**config.mk**
```make
export PLATFORM = sky130hd
export DESIGN_NAME = dmem_port_arbiter_flat
export DESIGN_NICKNAME = d
export VERILOG_FILES = /design/src/rtl/dmem_arb_pkg.sv /design/src/rtl/dmem_port_arbiter_if.sv /design/src/rtl/dmem_arb_starve_cnt.sv /design/src/rtl/dmem_port_arbiter.sv /design/src/flat_wrapper.sv
export SDC_FILE = /design/constraint.sdc
export NUM_CORES = 1
export LEC_CHECK = 0
export ABC_AREA = 1
export BUFFER_PORTS_ARGS = -buffer_cell sky130_fd_sc_hd__clkbuf_2
export CAP_MARGIN = 0
export CORE_AREA = 2 2 120 122
export DETAILED_ROUTE_END_ITERATION = 16
export DIE_AREA = 0 0 122 124
export GPL_ROUTABILITY_DRIVEN = 0
export PLACE_DENSITY = 0.86
export SLEW_MARGIN = 25
export SYNTH_ARGS = -nofsm -noshare
export SYNTH_HDL_FRONTEND = slang
export SYNTH_HIERARCHICAL = 1
export SYNTH_SLANG_ARGS = --single-unit
```
**constraint.sdc**
```tcl
create_clock -name clk -period 5.6 [get_ports clk]
set_clock_uncertainty 0.1 [all_clocks]
set_input_delay 0 -clock clk [delete_from_list [all_inputs] [get_ports clk]]
set_output_delay 0 -clock clk [all_outputs]
set_load 0.005 [all_outputs]
```
**src/rtl/dmem_arb_pkg.sv**
```systemverilog
// Shared constants and types for the data-memory port arbiter.
package dmem_arb_pkg;

   localparam logic PORT_M = 1'b0;
   localparam logic PORT_I = 1'b1;

   localparam int unsigned STARVE_MAX_DFLT = 4;
   localparam int unsigned AW_DFLT         = 32;

   // Address field is sized for the default width; narrower AW slices it down.
   typedef struct packed {
      logic [AW_DFLT-1:0] addr;
      logic [3:0]         wen;
      logic [31:0]        wdata;
   } dmem_req_t;

endpackage

```
**src/rtl/dmem_port_arbiter_if.sv**
```systemverilog
// Bundle of both requester ports (M and I) plus the RAM macro side of the arbiter.
interface dmem_port_arbiter_if
   import dmem_arb_pkg::*;
#(
   parameter int unsigned AW = AW_DFLT
);
   logic          m_req;
   logic [AW-1:0] m_addr;
   logic [3:0]    m_wen;
   logic [31:0]   m_wdata;
   logic          m_gnt;
   logic          m_rvalid;
   logic [31:0]   m_rdata;

   logic          i_req;
   logic [AW-1:0] i_addr;
   logic [3:0]    i_wen;
   logic [31:0]   i_wdata;
   logic          i_gnt;
   logic          i_rvalid;
   logic [31:0]   i_rdata;

   logic          ram_en;
   logic [3:0]    ram_wen;
   logic [AW-1:0] ram_addr;
   logic [31:0]   ram_wdata;
   logic [31:0]   ram_rdata;

   // Arbiter side.
   modport slave (
      input  m_req, m_addr, m_wen, m_wdata,
      output m_gnt, m_rvalid, m_rdata,
      input  i_req, i_addr, i_wen, i_wdata,
      output i_gnt, i_rvalid, i_rdata,
      output ram_en, ram_wen, ram_addr, ram_wdata,
      input  ram_rdata
   );

   // Requesters and RAM macro side.
   modport master (
      output m_req, m_addr, m_wen, m_wdata,
      input  m_gnt, m_rvalid, m_rdata,
      output i_req, i_addr, i_wen, i_wdata,
      input  i_gnt, i_rvalid, i_rdata,
      input  ram_en, ram_wen, ram_addr, ram_wdata,
      output ram_rdata
   );

endinterface

```
**src/rtl/dmem_arb_starve_cnt.sv**
```systemverilog
// Saturating count of consecutive cycles port I was denied; flags when I must win.
module dmem_arb_starve_cnt
   import dmem_arb_pkg::*;
#(
   parameter int unsigned STARVE_MAX = STARVE_MAX_DFLT
) (
   input  logic       clk,
   input  logic       reset,
   input  logic       i_req,
   input  logic       i_gnt,
   output logic [3:0] starve_cnt,
   output logic       starve_hit
);

   localparam logic [3:0] MaxCnt = 4'(STARVE_MAX);

   logic [3:0] cnt_q, cnt_d;

   always_comb begin
      cnt_d = cnt_q;
      if (!i_req || i_gnt) begin
         cnt_d = '0;
      end else if (cnt_q != MaxCnt) begin
         cnt_d = cnt_q + 4'd1;
      end
   end

   always_ff @(posedge clk) begin
      if (reset) begin
         cnt_q <= '0;
      end else begin
         cnt_q <= cnt_d;
      end
   end

   assign starve_cnt = cnt_q;
   assign starve_hit = (cnt_q == MaxCnt);

endmodule

```
**src/rtl/dmem_port_arbiter.sv**
```systemverilog
// Two-port arbiter onto one synchronous-read data RAM; M has priority, I has a
// starvation override. Read responses are steered back by a one-entry tag.
module dmem_port_arbiter
   import dmem_arb_pkg::*;
#(
   parameter int unsigned STARVE_MAX = STARVE_MAX_DFLT,
   parameter int unsigned AW         = AW_DFLT
) (
   input logic                clk,
   input logic                reset,
   dmem_port_arbiter_if.slave bus
);

   logic        m_gnt, i_gnt, any_gnt;
   logic [3:0]  starve_cnt;
   logic        starve_hit;
   dmem_req_t   m_bundle, i_bundle, sel;

   logic [AW-1:0] hold_addr_q;
   logic [31:0]   hold_wdata_q;

   logic        tag_v_q, tag_v_d;
   logic        tag_q, tag_d;
   logic        m_rv, i_rv;
   logic [31:0] m_rdata_q, i_rdata_q;

   dmem_arb_starve_cnt #(
      .STARVE_MAX(STARVE_MAX)
   ) u_starve (
      .clk       (clk),
      .reset     (reset),
      .i_req     (bus.i_req),
      .i_gnt     (i_gnt),
      .starve_cnt(starve_cnt),
      .starve_hit(starve_hit)
   );

   always_comb begin
      m_gnt = 1'b0;
      i_gnt = 1'b0;
      if (!reset) begin
         if (bus.m_req && bus.i_req) begin
            if (starve_hit) i_gnt = 1'b1;
            else            m_gnt = 1'b1;
         end else if (bus.m_req) begin
            m_gnt = 1'b1;
         end else if (bus.i_req) begin
            i_gnt = 1'b1;
         end
      end
   end

   assign any_gnt = m_gnt | i_gnt;

   always_comb begin
      m_bundle = '{addr: AW_DFLT'(bus.m_addr), wen: bus.m_wen, wdata: bus.m_wdata};
      i_bundle = '{addr: AW_DFLT'(bus.i_addr), wen: bus.i_wen, wdata: bus.i_wdata};
      sel      = i_gnt ? i_bundle : m_bundle;
   end

   // Address/data hold their last granted value so the RAM pins stay quiet when idle.
   always_comb begin
      bus.ram_en    = any_gnt;
      bus.ram_wen   = 4'b0000;
      bus.ram_addr  = hold_addr_q;
      bus.ram_wdata = hold_wdata_q;
      if (any_gnt) begin
         bus.ram_wen   = sel.wen;
         bus.ram_addr  = sel.addr[AW-1:0];
         bus.ram_wdata = sel.wdata;
      end
   end

   always_comb begin
      tag_v_d = any_gnt && (sel.wen == 4'b0000);
      tag_d   = i_gnt ? PORT_I : PORT_M;
   end

   always_ff @(posedge clk) begin
      if (reset) begin
         hold_addr_q  <= '0;
         hold_wdata_q <= '0;
         tag_v_q      <= 1'b0;
         tag_q        <= PORT_M;
      end else begin
         if (any_gnt) begin
            hold_addr_q  <= sel.addr[AW-1:0];
            hold_wdata_q <= sel.wdata;
         end
         tag_v_q <= tag_v_d;
         tag_q   <= tag_d;
      end
   end

   // Gating with reset drops a read that was in flight when reset arrived.
   assign m_rv = tag_v_q && (tag_q == PORT_M) && !reset;
   assign i_rv = tag_v_q && (tag_q == PORT_I) && !reset;

   always_ff @(posedge clk) begin
      if (reset) begin
         m_rdata_q <= '0;
         i_rdata_q <= '0;
      end else begin
         if (m_rv) m_rdata_q <= bus.ram_rdata;
         if (i_rv) i_rdata_q <= bus.ram_rdata;
      end
   end

   assign bus.m_gnt    = m_gnt;
   assign bus.i_gnt    = i_gnt;
   assign bus.m_rvalid = m_rv;
   assign bus.i_rvalid = i_rv;
   assign bus.m_rdata  = m_rv ? bus.ram_rdata : m_rdata_q;
   assign bus.i_rdata  = i_rv ? bus.ram_rdata : i_rdata_q;

endmodule

```
**src/flat_wrapper.sv**
```systemverilog
// flat-port wrapper written by rule: the top's interface ports become plain ports
module dmem_port_arbiter_flat import dmem_arb_pkg::*;
#(
   parameter int unsigned STARVE_MAX = STARVE_MAX_DFLT,
   parameter int unsigned AW         = AW_DFLT
)
  (clk, reset, bus_m_req, bus_m_addr, bus_m_wen, bus_m_wdata, bus_m_gnt, bus_m_rvalid, bus_m_rdata, bus_i_req, bus_i_addr, bus_i_wen, bus_i_wdata, bus_i_gnt, bus_i_rvalid, bus_i_rdata, bus_ram_en, bus_ram_wen, bus_ram_addr, bus_ram_wdata, bus_ram_rdata);
  dmem_port_arbiter_if #(.AW(AW)) bus_i ();
  input logic clk;
  input logic reset;
  input wire logic [$bits(bus_i.m_req)-1:0] bus_m_req;
  input wire logic [$bits(bus_i.m_addr)-1:0] bus_m_addr;
  input wire logic [$bits(bus_i.m_wen)-1:0] bus_m_wen;
  input wire logic [$bits(bus_i.m_wdata)-1:0] bus_m_wdata;
  output wire logic [$bits(bus_i.m_gnt)-1:0] bus_m_gnt;
  output wire logic [$bits(bus_i.m_rvalid)-1:0] bus_m_rvalid;
  output wire logic [$bits(bus_i.m_rdata)-1:0] bus_m_rdata;
  input wire logic [$bits(bus_i.i_req)-1:0] bus_i_req;
  input wire logic [$bits(bus_i.i_addr)-1:0] bus_i_addr;
  input wire logic [$bits(bus_i.i_wen)-1:0] bus_i_wen;
  input wire logic [$bits(bus_i.i_wdata)-1:0] bus_i_wdata;
  output wire logic [$bits(bus_i.i_gnt)-1:0] bus_i_gnt;
  output wire logic [$bits(bus_i.i_rvalid)-1:0] bus_i_rvalid;
  output wire logic [$bits(bus_i.i_rdata)-1:0] bus_i_rdata;
  output wire logic [$bits(bus_i.ram_en)-1:0] bus_ram_en;
  output wire logic [$bits(bus_i.ram_wen)-1:0] bus_ram_wen;
  output wire logic [$bits(bus_i.ram_addr)-1:0] bus_ram_addr;
  output wire logic [$bits(bus_i.ram_wdata)-1:0] bus_ram_wdata;
  input wire logic [$bits(bus_i.ram_rdata)-1:0] bus_ram_rdata;
  assign bus_i.m_req = bus_m_req;
  assign bus_i.m_addr = bus_m_addr;
  assign bus_i.m_wen = bus_m_wen;
  assign bus_i.m_wdata = bus_m_wdata;
  assign bus_m_gnt = bus_i.m_gnt;
  assign bus_m_rvalid = bus_i.m_rvalid;
  assign bus_m_rdata = bus_i.m_rdata;
  assign bus_i.i_req = bus_i_req;
  assign bus_i.i_addr = bus_i_addr;
  assign bus_i.i_wen = bus_i_wen;
  assign bus_i.i_wdata = bus_i_wdata;
  assign bus_i_gnt = bus_i.i_gnt;
  assign bus_i_rvalid = bus_i.i_rvalid;
  assign bus_i_rdata = bus_i.i_rdata;
  assign bus_ram_en = bus_i.ram_en;
  assign bus_ram_wen = bus_i.ram_wen;
  assign bus_ram_addr = bus_i.ram_addr;
  assign bus_ram_wdata = bus_i.ram_wdata;
  assign bus_i.ram_rdata = bus_ram_rdata;
  dmem_port_arbiter #(.STARVE_MAX(STARVE_MAX), .AW(AW)) u_core (.clk(clk), .reset(reset), .bus(bus_i));
endmodule
```
=== Word-level counts from Yosys, hierarchy flattened ===
Cells that the tools add are included.

* Flip-flop bits (word level): 134
* Bits in latches: 0
* RAM bits: 0
* Memory bits (read-only): 0
* Input bits: 172
* Output and inout bits: 137
* Word-level logic and storage cells: 39
* Memories: 0

* $add $sub $neg: 1
* Multipliers: 0
* Div/mod/pow operators: 0
* $lt $le $gt $ge: 0
* Equal/unequal tests: 2
* Shift operators: 0
* Muxes and demuxes: 16
* Bitwise operators: 2
* Reductions and logical operators: 11

{| class="wikitable"
|+ Operator list
! kind !! number
|-
| $mux 32 || 4
|-
| $mux 68 || 1
|-
| $mux 1 || 10
|-
| $logic_and 1x1->1 || 6
|-
| $add 4x1->4 const B || 1
|-
| $eq 4x3->1 const B || 1
|-
| $logic_not 4->1 || 1
|-
| $mux 4 || 1
|-
| $ne 4x3->1 const B || 1
|-
| $logic_not 1->1 || 2
|-
| $reduce_or 2->1 || 1
|-
| $logic_or 1x1->1 || 1
|-
| $not 1->1 || 1
|-
| $or 1x1->1 || 1
|}

=== Depth between registers and ports, before layout ===
* Depth after elaboration: 7
* Depth in mapped cells: 12
* Gate-level depth less buffers: 11

=== Modules after synthesis ===
Netlist, hierarchy kept.

{| class="wikitable"
|+ Modules (own cells, without submodules)
! module !! instances !! cells each !! area each (um^2)
|-
| dmem_port_arbiter || 1 || 1002 || 6319.8
|-
| dmem_arb_starve_cnt || 1 || 37 || 249.0
|}

=== Worst setup path before layout ===
Ideal clock, no wire load.

* Path type: register to register
* From: reg u_core.u_starve.cnt_q[0], in the netlist u_core/u_starve/starve_cnt[0]
* To: reg u_core.u_starve.cnt_q[0], in the netlist u_core/u_starve/starve_cnt[0]
* Library setup time: 0.064 ns
* Arrival time: 1.814 ns
* Required time: 5.436 ns
* Slack: 3.623 ns
* Cell stages (with the launch flop): 13
* Path buffers: 1
* Period minus slack after synthesis: 1.977 ns
* Cells stage by stage: dfxtp_1 > inv_1 > ha_1 > nand2_2 > nor2_4 > inv_1 > nand2_1 > nand2_1 > clkbuf_1 > inv_1 > nor3_4 > nand2_1 > nor2_1

* Longest elaborated chain between the ends: 6
* Elaborated cells on any way between the ends: 8
* Those cells by class: 1 x add/sub; 2 x eq/ne; 3 x mux; 2 x reduce/logical

{| class="wikitable"
|+ Ends and longest elaborated chain
! element !! line !! source
|-
| start, declared || dmem_arb_starve_cnt.sv:17 || <nowiki>logic [3:0] cnt_q, cnt_d;</nowiki>
|-
| start signal, assigned || dmem_arb_starve_cnt.sv:32 || <nowiki>cnt_q <= cnt_d;</nowiki>
|-
| $eq 4x3->1 || dmem_arb_starve_cnt.sv:37 || <nowiki>assign starve_hit = (cnt_q == MaxCnt);</nowiki>
|-
| named net u_core.starve_hit || dmem_port_arbiter.sv:16 || <nowiki>logic starve_hit;</nowiki>
|-
| $mux 1 || dmem_port_arbiter.sv:43 || <nowiki>if (starve_hit) i_gnt = 1'b1;</nowiki>
|-
| $mux 1 || dmem_port_arbiter.sv:42 || <nowiki>if (bus.m_req && bus.i_req) begin</nowiki>
|-
| $mux 1 || dmem_port_arbiter.sv:41 || <nowiki>if (!reset) begin</nowiki>
|-
| named net bus_i_gnt || flat_wrapper.sv:22 || <nowiki>output wire logic [$bits(bus_i.i_gnt)-1:0] bus_i_gnt;</nowiki>
|-
| $logic_or 1x1->1 || dmem_arb_starve_cnt.sv:21 || <nowiki>if (!i_req || i_gnt) begin</nowiki>
|-
| $reduce_or 2->1 (no source line) || n/a ||
|}

The timed path passes the listed nets, and every way through them passes these cells.
A chain may end at the register's enable or synchronous reset.

=== Worst setup path after layout ===
* From: reg u_core.u_starve.cnt_q[0], in the netlist u_core/u_starve/starve_cnt[0]
* To: out bus_ram_wdata[14]

* Longest elaborated chain between the ends: 6
* Elaborated cells on any way between the ends: 10
* Those cells by class: 1 x eq/ne; 8 x mux; 1 x bitwise

{| class="wikitable"
|+ Ends and longest elaborated chain
! element !! line !! source
|-
| $eq 4x3->1 (*) || dmem_arb_starve_cnt.sv:37 ||
|-
| named net u_core.starve_hit || dmem_port_arbiter.sv:16 ||
|-
| $mux 1 || dmem_port_arbiter.sv:43 ||
|-
| $mux 1 || dmem_port_arbiter.sv:42 ||
|-
| $mux 1 || dmem_port_arbiter.sv:41 ||
|-
| $mux 68 / $or 1x1->1 (equally long branches) || dmem_port_arbiter.sv:58, dmem_port_arbiter.sv:53 ||
|-
| $mux 32 (*) || dmem_port_arbiter.sv:67 || <nowiki>if (any_gnt) begin</nowiki>
|-
| end, declared || flat_wrapper.sv:28 || <nowiki>output wire logic [$bits(bus_i.ram_wdata)-1:0] bus_ram_wdata;</nowiki>
|}

The timed path passes the listed nets; every way through them passes the cells marked *.

==> results <==
- Of the synthesized area, sequential elements account for 0.4084.
- In this run, synthesis inferred 0 flip-flops with an integrated enable.
- The count of mapped cells out of synthesis is 1039.
- The final critical-path share of the clock period is 0.6008.
- TritonCTS built the clock tree.
- The first TritonRoute pass finished after 6 iterations.
- Of the post-synthesis cell area, the dominant cell type holds 0.4084.
- The transition time of the tightest slew-check pin is 0.9425 ns.
- The share of total power dissipated in combinational logic is 0.194.
- Of the cells placed in the final design, the portion with a size suffix greater than 1 is 0.2662.
- Of all nets on the critical path, the largest fanout is 66.
- The instance count along the most critical hold path is 4.
- Counting flops with an async set or reset pin after synthesis yields a share of 0.
- The max-slew violation count is 0.
- The critical path is of the register to output port type.
- The number of hold violations in the final report is 0.
- Setup repair after global routing left no endpoint under its margin.
- The number of CTS-inserted buffers is 17.
- The area growth from synthesis to layout is 58.91%.
- The count of nets left with antenna violations once routing finished came out at 0.
- After floorplanning, the core was divided into 43 placement rows.
- Counting along the longest clock path gives a buffer depth of 2.
- The worst register-to-register path has a depth of 13.
- The kind of end point of the critical path is an output port.
- The number of remaining DRC errors is 0.
- Once the clock tree was built, the setup fixing pass inserted 0 buffers.
- The initial utilization of the core area, before any placement, comes to 0.4788.
- The final routed wirelength across all metal layers is 24.93 mm.
- The standby leakage power is 6.240 nW.
- The post-layout minimum cycle time is 3.364 ns.
- The vertical extent of the die is 124 microns.
- The clock transition at the registers of the reported paths is 0.06 ns.
- Max-cap violations in this run came to 0.
- Measured on the finished design, the core utilization comes to 0.7609.
- In the synthesized netlist the dominant register cell turns out to be sky130_fd_sc_hd__dfxtp_1.
- In the final routed layout, each cell accounts on average for 14.98 microns.
- The global-route usage over all layers is 0.3209.
- For this run the aggregate overflow at the end of global routing stands at 0.
- The critical path arrival is 3.26 ns.
- The average instance in the mapped netlist occupies 6.322 sq um.
- The largest net degree at the start of global routing is 132.
- Of the total power, the share spent switching nets is 0.2552.
- The via-per-instance ratio is 5.034.
- The net total in the final layout is 1645.
- The Yosys step of the flow raised 6 warnings.
- In this run the count of I/O pins placed on the die edge is 309.
- The number of global-route vias before repair is 8069.
- The kind of launch point of the worst setup path is a register.
- The filler cell count is 882.
- By area the synthesized netlist is led by sky130_fd_sc_hd__dfxtp_1 (41%), sky130_fd_sc_hd__inv_1 (12%), sky130_fd_sc_hd__nand2_1 (12%).
- The core area is 13720 sq um.
- In this run the power spent charging and discharging nets is 702.6 uW.
- The largest total area in the synthesized netlist belongs to sky130_fd_sc_hd__dfxtp_1.
- The die footprint is 15130 sq um.
- The worst supply voltage drop on vdd is 0.1954 mV.
- Synthesis produced a netlist with a net count of 1213.
- The total half-perimeter wirelength after legalization and detailed placement is 13.21 mm.
- The routed via count is 8377.
- The wire length of the first global-routing pass is 38.11 mm.
- At the later pin of the worst-skew pair, clock insertion delay measures 0.41 ns.
- After the first detailed-routing iteration, the DRC count stood at 852.
- At the worst endpoint, the required time is 5.50 ns.
- In this run, post-CTS repair resized a total of 0 instances.
- In this run, synthesis produced a sequential element count of 134.
- The worst hold-check path type is input pin to register.
- Port buffering added 308 buffers.
- The cell area after technology mapping is 6569 sq um.
- In this run the power density over the cells is 263.7 nW/um^2.
- Measured against its own limit, the worst slew margin works out to 0.3717.
- The commonest cells after synthesis are sky130_fd_sc_hd__inv_1 (214), sky130_fd_sc_hd__nand2_1 (214), sky130_fd_sc_hd__nor2_1 (142).
- The clock tree synthesis step divided the H-tree into 4 levels.
- The initial antenna violation count is 0.
- The top achievable clock speed is 297.2 MHz.
- Clock tree synthesis found a total of 134 sinks.
- The register share of total power is 0.367.
- The count of distinct cell types in the synthesized netlist is 21.
- The run finished with clean final reports.
- The clock network fraction of design power is 0.439.
- The cell sitting at the root of the clock tree is a sky130_fd_sc_hd__clkbuf_16.
- The count of inserted antenna diode cells is 0.
- Setup violations remaining at the end of the flow were counted as 0.
- The setup TNS is 0 ns.
- Cell internal power was estimated by the tool at 2.050 mW.
- The setup check on the worst reg-to-reg path leaves a slack of 2.29 ns.
- Measured along the x axis, the die boundary spans 122 microns.
cell usage in the layout (no fill, tap or decap), types with 3 or more instances in the layout:
cell | Yosys | final
sky130_fd_sc_hd__clkbuf_2 | 1 | 307
sky130_fd_sc_hd__inv_1 | 214 | 214
sky130_fd_sc_hd__nand2_1 | 214 | 210
sky130_fd_sc_hd__dlygate4sd3_1 | 0 | 164
sky130_fd_sc_hd__nor2_1 | 142 | 141
sky130_fd_sc_hd__dfxtp_1 | 134 | 134
sky130_fd_sc_hd__nand3_1 | 132 | 132
sky130_fd_sc_hd__o21ai_0 | 66 | 66
sky130_fd_sc_hd__or2_2 | 41 | 41
sky130_fd_sc_hd__or2_0 | 23 | 23
sky130_fd_sc_hd__clkbuf_16 | 0 | 17
sky130_fd_sc_hd__clkbuf_8 | 0 | 4
sky130_fd_sc_hd__bufinv_16 | 0 | 4
sky130_fd_sc_hd__buf_4 | 0 | 4
sky130_fd_sc_hd__clkinvlp_4 | 0 | 3
sky130_fd_sc_hd__nand2_4 | 0 | 3
area by class of cell:
type	instances	area, sq um	area share
Clock buffer	21	480.5	0.04603
Clock inverter	11	170.2	0.01630
Inverter	215	807.0	0.07731
Multi-Input combinational cell	627	2854	0.2734
Sequential cell	134	2683	0.2570
Tap cell	180	225.2	0.02157
Timing Repair Buffer	476	3219	0.3084
path summary, 6_finish.rpt:
check,start,endpoint
min reg2reg,u_core/u_starve/starve_cnt[1],u_core/u_starve/starve_cnt[1]
max,u_core/u_starve/starve_cnt[0],bus_ram_wdata[14]
min,bus_i_wen[3],u_core/tag_v_q
max reg2reg,u_core/u_starve/starve_cnt[0],u_core/tag_v_q
what timing repair did:
action,in CTS,in global routing
endpoints found under the setup margin,0,0
endpoints found under the hold margin,133,0
hold buffers,164,0
logic make-up (layout without fill, tap and decap cells):
logic type | count (synthesis) | after routing | synth area share
flops | 134 | 134 | 0.4084
compound gates | 68 | 68 | 0.05181
buf+inv | 278 | 723 | 0.1638
fa+ha+maj | 2 | 2 | 0.003809
simple gates | 557 | 557 | 0.3722
per-layer routing:
metal  routed length (microns)  part of all wire  global-route usage  vias up
li1                          -                 -                   -     3950
met5                         0                 0                   0        -
met3                      2433             0.098             0.08379      112
met2                     12350              0.50              0.5723      576
met1                      8931              0.36              0.3359     3739
met4                      1214             0.049              0.2040        0
through the flow:
| step | std cells | area, sq um | hold WS (ns) | setup WS, ns | power, mW |
|---|---|---|---|---|---|
| 2_1_floorplan | 1039 | 6569 | -0.04455 | 3.623 | 1.241 |
| 3_3_place_gp | 1468 | 8128 | 0.1833 | 2.533 | 1.413 |
| 3_5_place_dp | 1468 | 8133 | 0.1933 | 2.709 | 1.421 |
| 4_1_cts | 1664 | 10430 | 0.07090 | 2.336 | 2.730 |
| 5_1_grt | 1664 | 10440 | 0.08500 | 2.075 | 2.853 |
| 6_report | 1664 | 10440 | 0.02901 | 2.236 | 2.753 |
sequential cells by signal, summed over array words and instances (netlist names):
register                    cells
u_core/hold_addr_q             32
u_core/hold_wdata_q            32
u_core/i_rdata_q               32
u_core/m_rdata_q               32
u_core/u_starve/starve_cnt      4
u_core/tag_q                    1
u_core/tag_v_q                  1
power by group through the flow:
stage               clock [mW]  combinational [mW]  sequential (mW)
floorplan                    0               0.216             1.02
global placement             0               0.385             1.03
detailed placement           0               0.393             1.03
CTS                       1.22               0.499             1.01
global route              1.26               0.577             1.01
finish                    1.21               0.534             1.01
critical path, stage by stage, from the launching register on:
cell	delay, ns
sky130_fd_sc_hd__dfxtp_1	0.34
sky130_fd_sc_hd__inv_1	0.10
sky130_fd_sc_hd__ha_1	0.18
sky130_fd_sc_hd__nand2_2	0.07
sky130_fd_sc_hd__nor2_4	0.13
sky130_fd_sc_hd__inv_1	0.06
sky130_fd_sc_hd__nand2_2	0.08
sky130_fd_sc_hd__buf_4	0.60
sky130_fd_sc_hd__nand3_1	0.24
sky130_fd_sc_hd__nand3_1	0.15
sky130_fd_sc_hd__dlygate4sd3_1	0.56
sky130_fd_sc_hd__nand2_1	0.08
sky130_fd_sc_hd__inv_1	0.10
sky130_fd_sc_hd__clkbuf_2	0.12
No activity file was read; power rests on OpenSTA's default activity.
